`src/rtl/mips_pkg.sv`:
```
// mips_pkg: opcode/funct codes, packed control word layout and its field accessors
//   shared by the decode stage and anything downstream that unpacks IdEx_Ctrl.
package mips_pkg;

    localparam logic [5:0] OP_RTYPE    = 6'h00;
    localparam logic [5:0] OP_BEQ      = 6'h04;
    localparam logic [5:0] OP_BNE      = 6'h05;
    localparam logic [5:0] OP_ADDI     = 6'h08;
    localparam logic [5:0] OP_ADDIU    = 6'h09;
    localparam logic [5:0] OP_SLTI     = 6'h0A;
    localparam logic [5:0] OP_SLTIU    = 6'h0B;
    localparam logic [5:0] OP_ANDI     = 6'h0C;
    localparam logic [5:0] OP_ORI      = 6'h0D;
    localparam logic [5:0] OP_XORI     = 6'h0E;
    localparam logic [5:0] OP_LUI      = 6'h0F;
    localparam logic [5:0] OP_SPECIAL2 = 6'h1C;
    localparam logic [5:0] OP_LB       = 6'h20;
    localparam logic [5:0] OP_LH       = 6'h21;
    localparam logic [5:0] OP_LW       = 6'h23;
    localparam logic [5:0] OP_LBU      = 6'h24;
    localparam logic [5:0] OP_LHU      = 6'h25;
    localparam logic [5:0] OP_SB       = 6'h28;
    localparam logic [5:0] OP_SH       = 6'h29;
    localparam logic [5:0] OP_SW       = 6'h2B;

    localparam logic [5:0] FN_JR    = 6'h08;
    localparam logic [5:0] FN_MOVZ  = 6'h0A;
    localparam logic [5:0] FN_MOVN  = 6'h0B;
    localparam logic [5:0] FN_MFHI  = 6'h10;
    localparam logic [5:0] FN_MTHI  = 6'h11;
    localparam logic [5:0] FN_MFLO  = 6'h12;
    localparam logic [5:0] FN_MTLO  = 6'h13;
    localparam logic [5:0] FN_MULT  = 6'h18;
    localparam logic [5:0] FN_MULTU = 6'h19;
    localparam logic [5:0] FN_ADD   = 6'h20;
    localparam logic [5:0] FN_MADD  = 6'h00;
    localparam logic [5:0] FN_MSUB  = 6'h04;

    // dont_move = 1 marks an unconditional register write; movz/movn clear it
    // and EX resolves the condition into WB_Move.
    typedef struct packed {
        logic spare;
        logic uses_rt;
        logic move_on_not_zero;
        logic dont_move;
        logic hi_to_reg;
        logic hi_or_lo;
        logic mem_to_reg;
        logic msub;
        logic madd;
        logic hilo_write;
        logic branch;
        logic reg_dst;
        logic alu_src;
        logic mem_write;
        logic reg_write;
        logic mem_read;
    } ctrl_t;

    localparam int CTRL_W = $bits(ctrl_t);

    function automatic logic ctrl_mem_read(ctrl_t c);         return c.mem_read;         endfunction
    function automatic logic ctrl_reg_write(ctrl_t c);        return c.reg_write;        endfunction
    function automatic logic ctrl_mem_write(ctrl_t c);        return c.mem_write;        endfunction
    function automatic logic ctrl_alu_src(ctrl_t c);          return c.alu_src;          endfunction
    function automatic logic ctrl_reg_dst(ctrl_t c);          return c.reg_dst;          endfunction
    function automatic logic ctrl_branch(ctrl_t c);           return c.branch;           endfunction
    function automatic logic ctrl_hilo_write(ctrl_t c);       return c.hilo_write;       endfunction
    function automatic logic ctrl_madd(ctrl_t c);             return c.madd;             endfunction
    function automatic logic ctrl_msub(ctrl_t c);             return c.msub;             endfunction
    function automatic logic ctrl_mem_to_reg(ctrl_t c);       return c.mem_to_reg;       endfunction
    function automatic logic ctrl_hi_or_lo(ctrl_t c);         return c.hi_or_lo;         endfunction
    function automatic logic ctrl_hi_to_reg(ctrl_t c);        return c.hi_to_reg;        endfunction
    function automatic logic ctrl_dont_move(ctrl_t c);        return c.dont_move;        endfunction
    function automatic logic ctrl_move_on_not_zero(ctrl_t c); return c.move_on_not_zero; endfunction
    function automatic logic ctrl_uses_rt(ctrl_t c);          return c.uses_rt;          endfunction

endpackage

```
`src/rtl/id_ctrl_decode.sv`:
```
// id_ctrl_decode: combinational opcode/funct -> packed control word.
//   op    in  6       instruction [31:26]
//   funct in  6       instruction [5:0]
//   ctrl  out ctrl_t  decoded control word
module id_ctrl_decode
    import mips_pkg::*;
(
    input  logic [5:0] op,
    input  logic [5:0] funct,
    output ctrl_t      ctrl
);

    always_comb begin
        ctrl = '0;
        case (op)
            OP_RTYPE: begin
                ctrl.uses_rt          = 1'b1;
                ctrl.reg_dst          = 1'b1;
                ctrl.reg_write        = !(funct inside {FN_JR, FN_MULT, FN_MULTU, FN_MTHI, FN_MTLO});
                ctrl.hilo_write       = funct inside {FN_MULT, FN_MULTU, FN_MTHI, FN_MTLO};
                ctrl.hi_to_reg        = funct inside {FN_MFHI, FN_MFLO};
                ctrl.hi_or_lo         = funct inside {FN_MFHI, FN_MTHI};
                ctrl.dont_move        = !(funct inside {FN_MOVZ, FN_MOVN});
                ctrl.move_on_not_zero = funct == FN_MOVN;
            end
            OP_SPECIAL2: begin
                ctrl.uses_rt    = 1'b1;
                ctrl.hilo_write = funct inside {FN_MADD, FN_MSUB};
                ctrl.madd       = funct == FN_MADD;
                ctrl.msub       = funct == FN_MSUB;
            end
            OP_LB, OP_LH, OP_LW, OP_LBU, OP_LHU: begin
                ctrl.mem_read   = 1'b1;
                ctrl.reg_write  = 1'b1;
                ctrl.alu_src    = 1'b1;
                ctrl.mem_to_reg = 1'b1;
                ctrl.dont_move  = 1'b1;
            end
            OP_SB, OP_SH, OP_SW: begin
                ctrl.mem_write = 1'b1;
                ctrl.alu_src   = 1'b1;
                ctrl.uses_rt   = 1'b1;
            end
            OP_BEQ, OP_BNE: begin
                ctrl.branch  = 1'b1;
                ctrl.uses_rt = 1'b1;
            end
            OP_ADDI, OP_ADDIU, OP_SLTI, OP_SLTIU, OP_ANDI, OP_ORI, OP_XORI, OP_LUI: begin
                ctrl.reg_write = 1'b1;
                ctrl.alu_src   = 1'b1;
                ctrl.dont_move = 1'b1;
            end
            default: ;
        endcase
    end

endmodule

```
`src/rtl/id_stage_pipelined.sv`:
```
// id_stage_pipelined: MIPS decode stage with register file, immediate extension,
//   load-use hazard detection and the ID/EX pipeline register.
//   Clk, Reset                     clock, synchronous active-high reset
//   IfId_Valid/Instruction/PCPlus4 instruction arriving from IF/ID
//   Flush                          kill the instruction entering ID/EX
//   WB_RegWrite/Move/WriteRegister/WriteData  write-back port (gated by Move)
//   Stall                          combinational front-end hold request
//   IdEx_*                         registered decode results for EX
//   StallCount                     saturating count of stall cycles
module id_stage_pipelined
    import mips_pkg::*;
#(
    parameter  int DATA_W   = 32,
    parameter  int NUM_REGS = 32,
    parameter  int CNT_W    = 16,
    localparam int REG_AW   = $clog2(NUM_REGS)
) (
    input  logic              Clk,
    input  logic              Reset,
    input  logic              IfId_Valid,
    input  logic [31:0]       IfId_Instruction,
    input  logic [DATA_W-1:0] IfId_PCPlus4,
    input  logic              Flush,
    input  logic              WB_RegWrite,
    input  logic              WB_Move,
    input  logic [REG_AW-1:0] WB_WriteRegister,
    input  logic [DATA_W-1:0] WB_WriteData,
    output logic              Stall,
    output logic              IdEx_Valid,
    output logic [DATA_W-1:0] IdEx_ReadData1,
    output logic [DATA_W-1:0] IdEx_ReadData2,
    output logic [DATA_W-1:0] IdEx_Imm,
    output logic [REG_AW-1:0] IdEx_Rs,
    output logic [REG_AW-1:0] IdEx_Rt,
    output logic [REG_AW-1:0] IdEx_Rd,
    output logic [CTRL_W-1:0] IdEx_Ctrl,
    output logic [DATA_W-1:0] IdEx_PCPlus4,
    output logic [CNT_W-1:0]  StallCount
);

    logic [DATA_W-1:0] regs [NUM_REGS];
    logic [5:0]        op;
    logic [15:0]       imm16;
    logic [REG_AW-1:0] rs, rt, rd;
    logic              we, zext, bubble;
    logic [DATA_W-1:0] rd1, rd2, imm;
    ctrl_t             dec, idex_ctrl;

    assign op    = IfId_Instruction[31:26];
    assign rs    = IfId_Instruction[21 +: REG_AW];
    assign rt    = IfId_Instruction[16 +: REG_AW];
    assign rd    = IfId_Instruction[11 +: REG_AW];
    assign imm16 = IfId_Instruction[15:0];

    id_ctrl_decode u_dec (
        .op    (op),
        .funct (IfId_Instruction[5:0]),
        .ctrl  (dec)
    );

    // Conditional moves only commit when EX resolved the condition true.
    assign we = WB_RegWrite & WB_Move & (WB_WriteRegister != '0);

    always_ff @(posedge Clk)
        if (Reset)
            for (int i = 0; i < NUM_REGS; i++) regs[i] <= '0;
        else if (we)
            regs[WB_WriteRegister] <= WB_WriteData;

    // Write-first bypass; we is already false for r0, so r0 stays 0.
    assign rd1 = (rs == '0) ? '0 : (we && WB_WriteRegister == rs) ? WB_WriteData : regs[rs];
    assign rd2 = (rt == '0) ? '0 : (we && WB_WriteRegister == rt) ? WB_WriteData : regs[rt];

    assign zext = op inside {OP_ANDI, OP_ORI, OP_XORI};
    assign imm  = zext           ? DATA_W'(imm16) :
                  (op == OP_LUI) ? DATA_W'({imm16, 16'h0000}) :
                                   {{(DATA_W-16){imm16[15]}}, imm16};

    // A load in EX cannot forward in time to a dependent instruction in ID.
    assign Stall = IfId_Valid & IdEx_Valid & ctrl_mem_read(idex_ctrl) & (IdEx_Rt != '0)
                 & ((IdEx_Rt == rs) | ((IdEx_Rt == rt) & ctrl_uses_rt(dec)))
                 & ~Flush & ~Reset;

    assign bubble    = Reset | Flush | Stall;
    assign IdEx_Ctrl = idex_ctrl;

    always_ff @(posedge Clk)
        if (bubble) begin
            IdEx_Valid     <= 1'b0;
            idex_ctrl      <= '0;
            IdEx_ReadData1 <= '0;
            IdEx_ReadData2 <= '0;
            IdEx_Imm       <= '0;
            IdEx_Rs        <= '0;
            IdEx_Rt        <= '0;
            IdEx_Rd        <= '0;
            IdEx_PCPlus4   <= '0;
        end else begin
            IdEx_Valid     <= IfId_Valid;
            idex_ctrl      <= IfId_Valid ? dec : '0;
            IdEx_ReadData1 <= rd1;
            IdEx_ReadData2 <= rd2;
            IdEx_Imm       <= imm;
            IdEx_Rs        <= rs;
            IdEx_Rt        <= rt;
            IdEx_Rd        <= rd;
            IdEx_PCPlus4   <= IfId_PCPlus4;
        end

    always_ff @(posedge Clk)
        if (Reset)
            StallCount <= '0;
        else if (Stall && StallCount != '1)
            StallCount <= StallCount + 1'b1;

endmodule

```
`config.mk`:
```
export PLATFORM = sky130hd
export DESIGN_NAME = id_stage_pipelined
export DESIGN_NICKNAME = d
export VERILOG_FILES = /design/src/rtl/mips_pkg.sv /design/src/rtl/id_ctrl_decode.sv /design/src/rtl/id_stage_pipelined.sv
export SDC_FILE = /design/constraint.sdc
export NUM_CORES = 2
export LEC_CHECK = 0
export CORE_MARGIN = 2
export CORE_UTILIZATION = 40
export DETAILED_ROUTE_END_ITERATION = 7
export PLACE_DENSITY = 0.65
export SKIP_LAST_GASP = 1
export SYNTH_ARGS = -nofsm -noshare
export SYNTH_HDL_FRONTEND = slang
export SYNTH_HIERARCHICAL = 1
export SYNTH_SLANG_ARGS = --single-unit
```
`constraint.sdc`:
```
create_clock -name Clk -period 7.25 [get_ports Clk]
set_input_delay 1.0875 -clock Clk [delete_from_list [all_inputs] [get_ports Clk]]
set_output_delay 1.0875 -clock Clk [all_outputs]
set_load 0.005 [all_outputs]
```
==> metrics.md <==
| Metric | Value |
|---|---|
| Status | `completed` |
| FF/Latch Area | `34300 µm²` |
| Number of H-tree levels | `4` |
| Clock slew at reported path FFs | `0.05 ns` |
| Min-delay worst type | `flop to flop` |
| Setup crit start kind | `input pin` |
| Clock power share | `40.2%` |
| Seq/Total Area, Yosys | `56.3%` |
| Logic gate share of total power | `11.0%` |
| Final GP Congestion | `0.919` |
| First-pass GRT wire length | `298 mm` |
| Final hold vios | `0` |
| Post-DR wirelength/cell | `30.6 µm` |
| Post-CTS Setup Repair Bufs | `0` |
| Residual DRC | `0` |
| Inst Count DP | `6613` |
| Clock skew | `0.0316 ns` |
| Post-Syn Area per Cell | `13.3 µm²` |
| Ys Warns | `6` |
| Worst skew pair latency | `0.79 ns` |
| Clock sink count | `1200` |
| IO Pins | `284` |
| Layout area overhead | `14.8%` |
| DR iter-0 viols | `5116` |
| Ys async rst share | `0%` |
| Die Wd | `394 µm` |
| Top cells by area, synth | `edfxtp_1, mux4_2, and2_1` |
| Synth area leader | `edfxtp_1` |
| Arrival time worst endpoint | `3.91 ns` |
| Drt pass-1 iters | `5` |
| Sw Ratio | `25.4%` |
| Port Buffer Count | `283` |
| Pwr dens | `237 nW/µm²` |
| RSZ-0062 raised after global routing | `false` |
| Post-DR vias/cell | `6.08` |
| Cell area after layout | `69900 µm²` |
| # Max-Cap Violations | `0` |
| Clock root cell | `clkbuf_16` |
| Core area | `152000 µm²` |
| Post_cts resized | `0` |
| Fraction of power consumed by sequential logic | `48.8%` |
| Shortest period the worst path allows | `5.00 ns` |
| Share of the synthesized area in the top cell type | `50.5%` |
| Row count | `143` |
| CP Max Fanout | `18` |
| Final wirelength | `210 mm` |
| CP Class | `input pin to primary output` |
| Antenna violations before repair | `14` |
| DP Area | `65600 µm²` |
| Via count | `41800` |
| CTS Buf Count | `135` |
| Die area | `155000 µm²` |
| Cell variety after synth | `61` |
| Area occupied by multi-input gates | `24700 µm²` |
| Fill cells | `13300` |
| Non-filler instance count after layout | `6867` |
| Share of post-route cells with drive strength above 1 | `15.4%` |
| Final Power | `16500 µW` |
| WP data required | `6.16 ns` |
| Max-slew violations | `0` |
| Initial Util | `40.2%` |
| Post-synth top flop | `edfxtp_1` |
| Global route overflow | `0` |
| Lkg Pwr | `0.0252 µW` |
| Nets | `4828` |
| Routed Antenna Nets | `0` |
| Tightest Pin Transition | `1.46 ns` |
| Clock Path Buffers | `3` |
| Crit share post-route | `69.0%` |
| Detailed-placement wirelength estimate | `133 mm` |
| Largest net degree at the start of global routing | `95` |
| FF+latch count, synth | `1200` |
| Normalized max-slew margin | `2.45%` |
| # setup viols final | `0` |
| CTS tree | `built` |
| Internal Power | `12300 µW` |
| Critical Path End Type | `primary output` |
| Post-Syn Instances | `4587` |
| WHS | `0.509 ns` |
| Peak Freq | `200 MHz` |
| Net load switching power | `4210 µW` |
| Die H | `394 µm` |
| Hold-fix buffers, CTS | `0` |
| Total GRT Usage | `26.5%` |
| Maximum vdd drop | `0.190 mV` |
| Vias in the first global route | `40900` |
| Post-synth EDFFs | `1024` |
| Setup TNS Final | `0 ns` |
| Cell area after synthesis | `60800 µm²` |
## synthesized netlist by cell type (53+ instances only)
cell type and n:
a21oi_1 53, a22oi_1 102, and2_1 1057, buf_2 106, clkbuf_1 321, dfxtp_1 176, edfxtp_1 1024, inv_1 62
mux2i_1 407, mux4_2 314, nand2_1 134, nor2_1 176, o22ai_1 102
## flip-flops by register name, summed over array words and instances (netlist names)
name / count
IdEx_Valid: 1
IdEx_ReadData2: 32
IdEx_PCPlus4: 32
IdEx_ReadData1: 32
IdEx_Rs: 5
IdEx_Imm: 32
IdEx_Rt: 5
StallCount: 16
IdEx_Rd: 5
IdEx_Ctrl: 16
regs: 1024
## routing by layer
metal / up-vias / wire (µm) / GRT usage, % / part of all wire (%)
met1: 21300 / 80700 / 35.1 / 38
met2: 2587 / 96300 / 41.1 / 46
met4: 8 / 12000 / 14.0 / 5.7
met3: 497 / 21000 / 5.62 / 10
li1: 17400 / - / - / -
met5: - / 56 / 0 / 0.027
## power groups by stage
stage | sequential, µW | clock (µW) | combinational [µW]
finish | 8060 | 6650 | 1820
global placement | 8170 | 0 | 1790
CTS | 8050 | 6690 | 1810
floorplan | 8090 | 0 | 1080
global route | 8090 | 6960 | 1890
detailed placement | 8190 | 0 | 1800
## cells by family after synthesis
family | count (synthesis) | share of synthesized area (%)
xor+xnor | 21 | 0.302
buf+inv | 513 | 3.43
mux | 732 | 18.5
other cells | 2 | 0.0123
fa+ha+maj | 1 | 0.0206
flops | 1200 | 56.3
compound gates | 498 | 6.03
simple gates | 1620 | 15.4
## cell type report
| cell class | instances | share of cell area (%) |
|---|---|---|
| antenna | 8 | 0.0287 |
| clock buffer | 189 | 5.50 |
| clock inverter | 57 | 0.512 |
| inverter | 63 | 0.338 |
| multi-input combinational | 2905 | 35.4 |
| sequential | 1200 | 49.1 |
| tap | 2030 | 3.64 |
| timing repair buffer | 415 | 5.51 |
## layout by cell type (no fill, tap or decap), drive strengths merged, types with 9 or more instances in the layout
master | synthesis | final
a21oi | 53 | 53
xor2 | 12 | 12
a221o | 50 | 50
nand2 | 134 | 134
o2111ai | 11 | 11
a22o | 16 | 16
and4 | 12 | 12
mux4 | 314 | 314
buf | 129 | 142
nor3 | 45 | 45
clkdlybuf4s50 | 0 | 273
conb | 2 | 33
or2 | 34 | 34
mux2i | 407 | 407
nor2b | 10 | 10
edfxtp | 1024 | 1024
xnor2 | 9 | 9
a311oi | 26 | 26
nand3 | 37 | 37
or4 | 11 | 11
nor4 | 28 | 28
o22a | 21 | 21
o21ai | 25 | 25
inv | 62 | 73
mux2 | 11 | 11
o22ai | 102 | 102
nor2 | 177 | 177
clkbuf | 321 | 189
clkinv | 1 | 45
and3 | 46 | 46
a221oi | 32 | 32
dfxtp | 176 | 176
a211oi | 39 | 39
and2 | 1058 | 1058
a22oi | 102 | 102
## path summary, 6_finish.rpt
kind                         from  cells past startpoint  slack, ns       endpoint
max          IfId_Instruction[23]                      7       2.25          Stall
min                 StallCount[1]                      2       0.51  StallCount[1]
max reg2reg            IdEx_Rt[4]                      7       4.00   IdEx_Imm[29]
min reg2reg         StallCount[1]                      2       0.51  StallCount[1]
## metrics by stage
| stage | utilization, % | worst slack (ns) |
|---|---|---|
| floorplan | - | 4.10 |
| global placement | 43.3 | 2.39 |
| detailed placement | 43.3 | 2.37 |
| CTS | 46.1 | 2.37 |
| global route | 46.1 | 2.13 |
| finish | 46.1 | 2.25 |
## critical path, cell delays in order
cell and delay (ns):
clkdlybuf4s50_1 0.45, buf_4 0.32, xor2_1 0.12, nor3_1 0.61, a32oi_1 0.22, nor2_1 0.48
clkdlybuf4s50_1 0.60
Note: power is estimated with default switching activity, not from simulation.
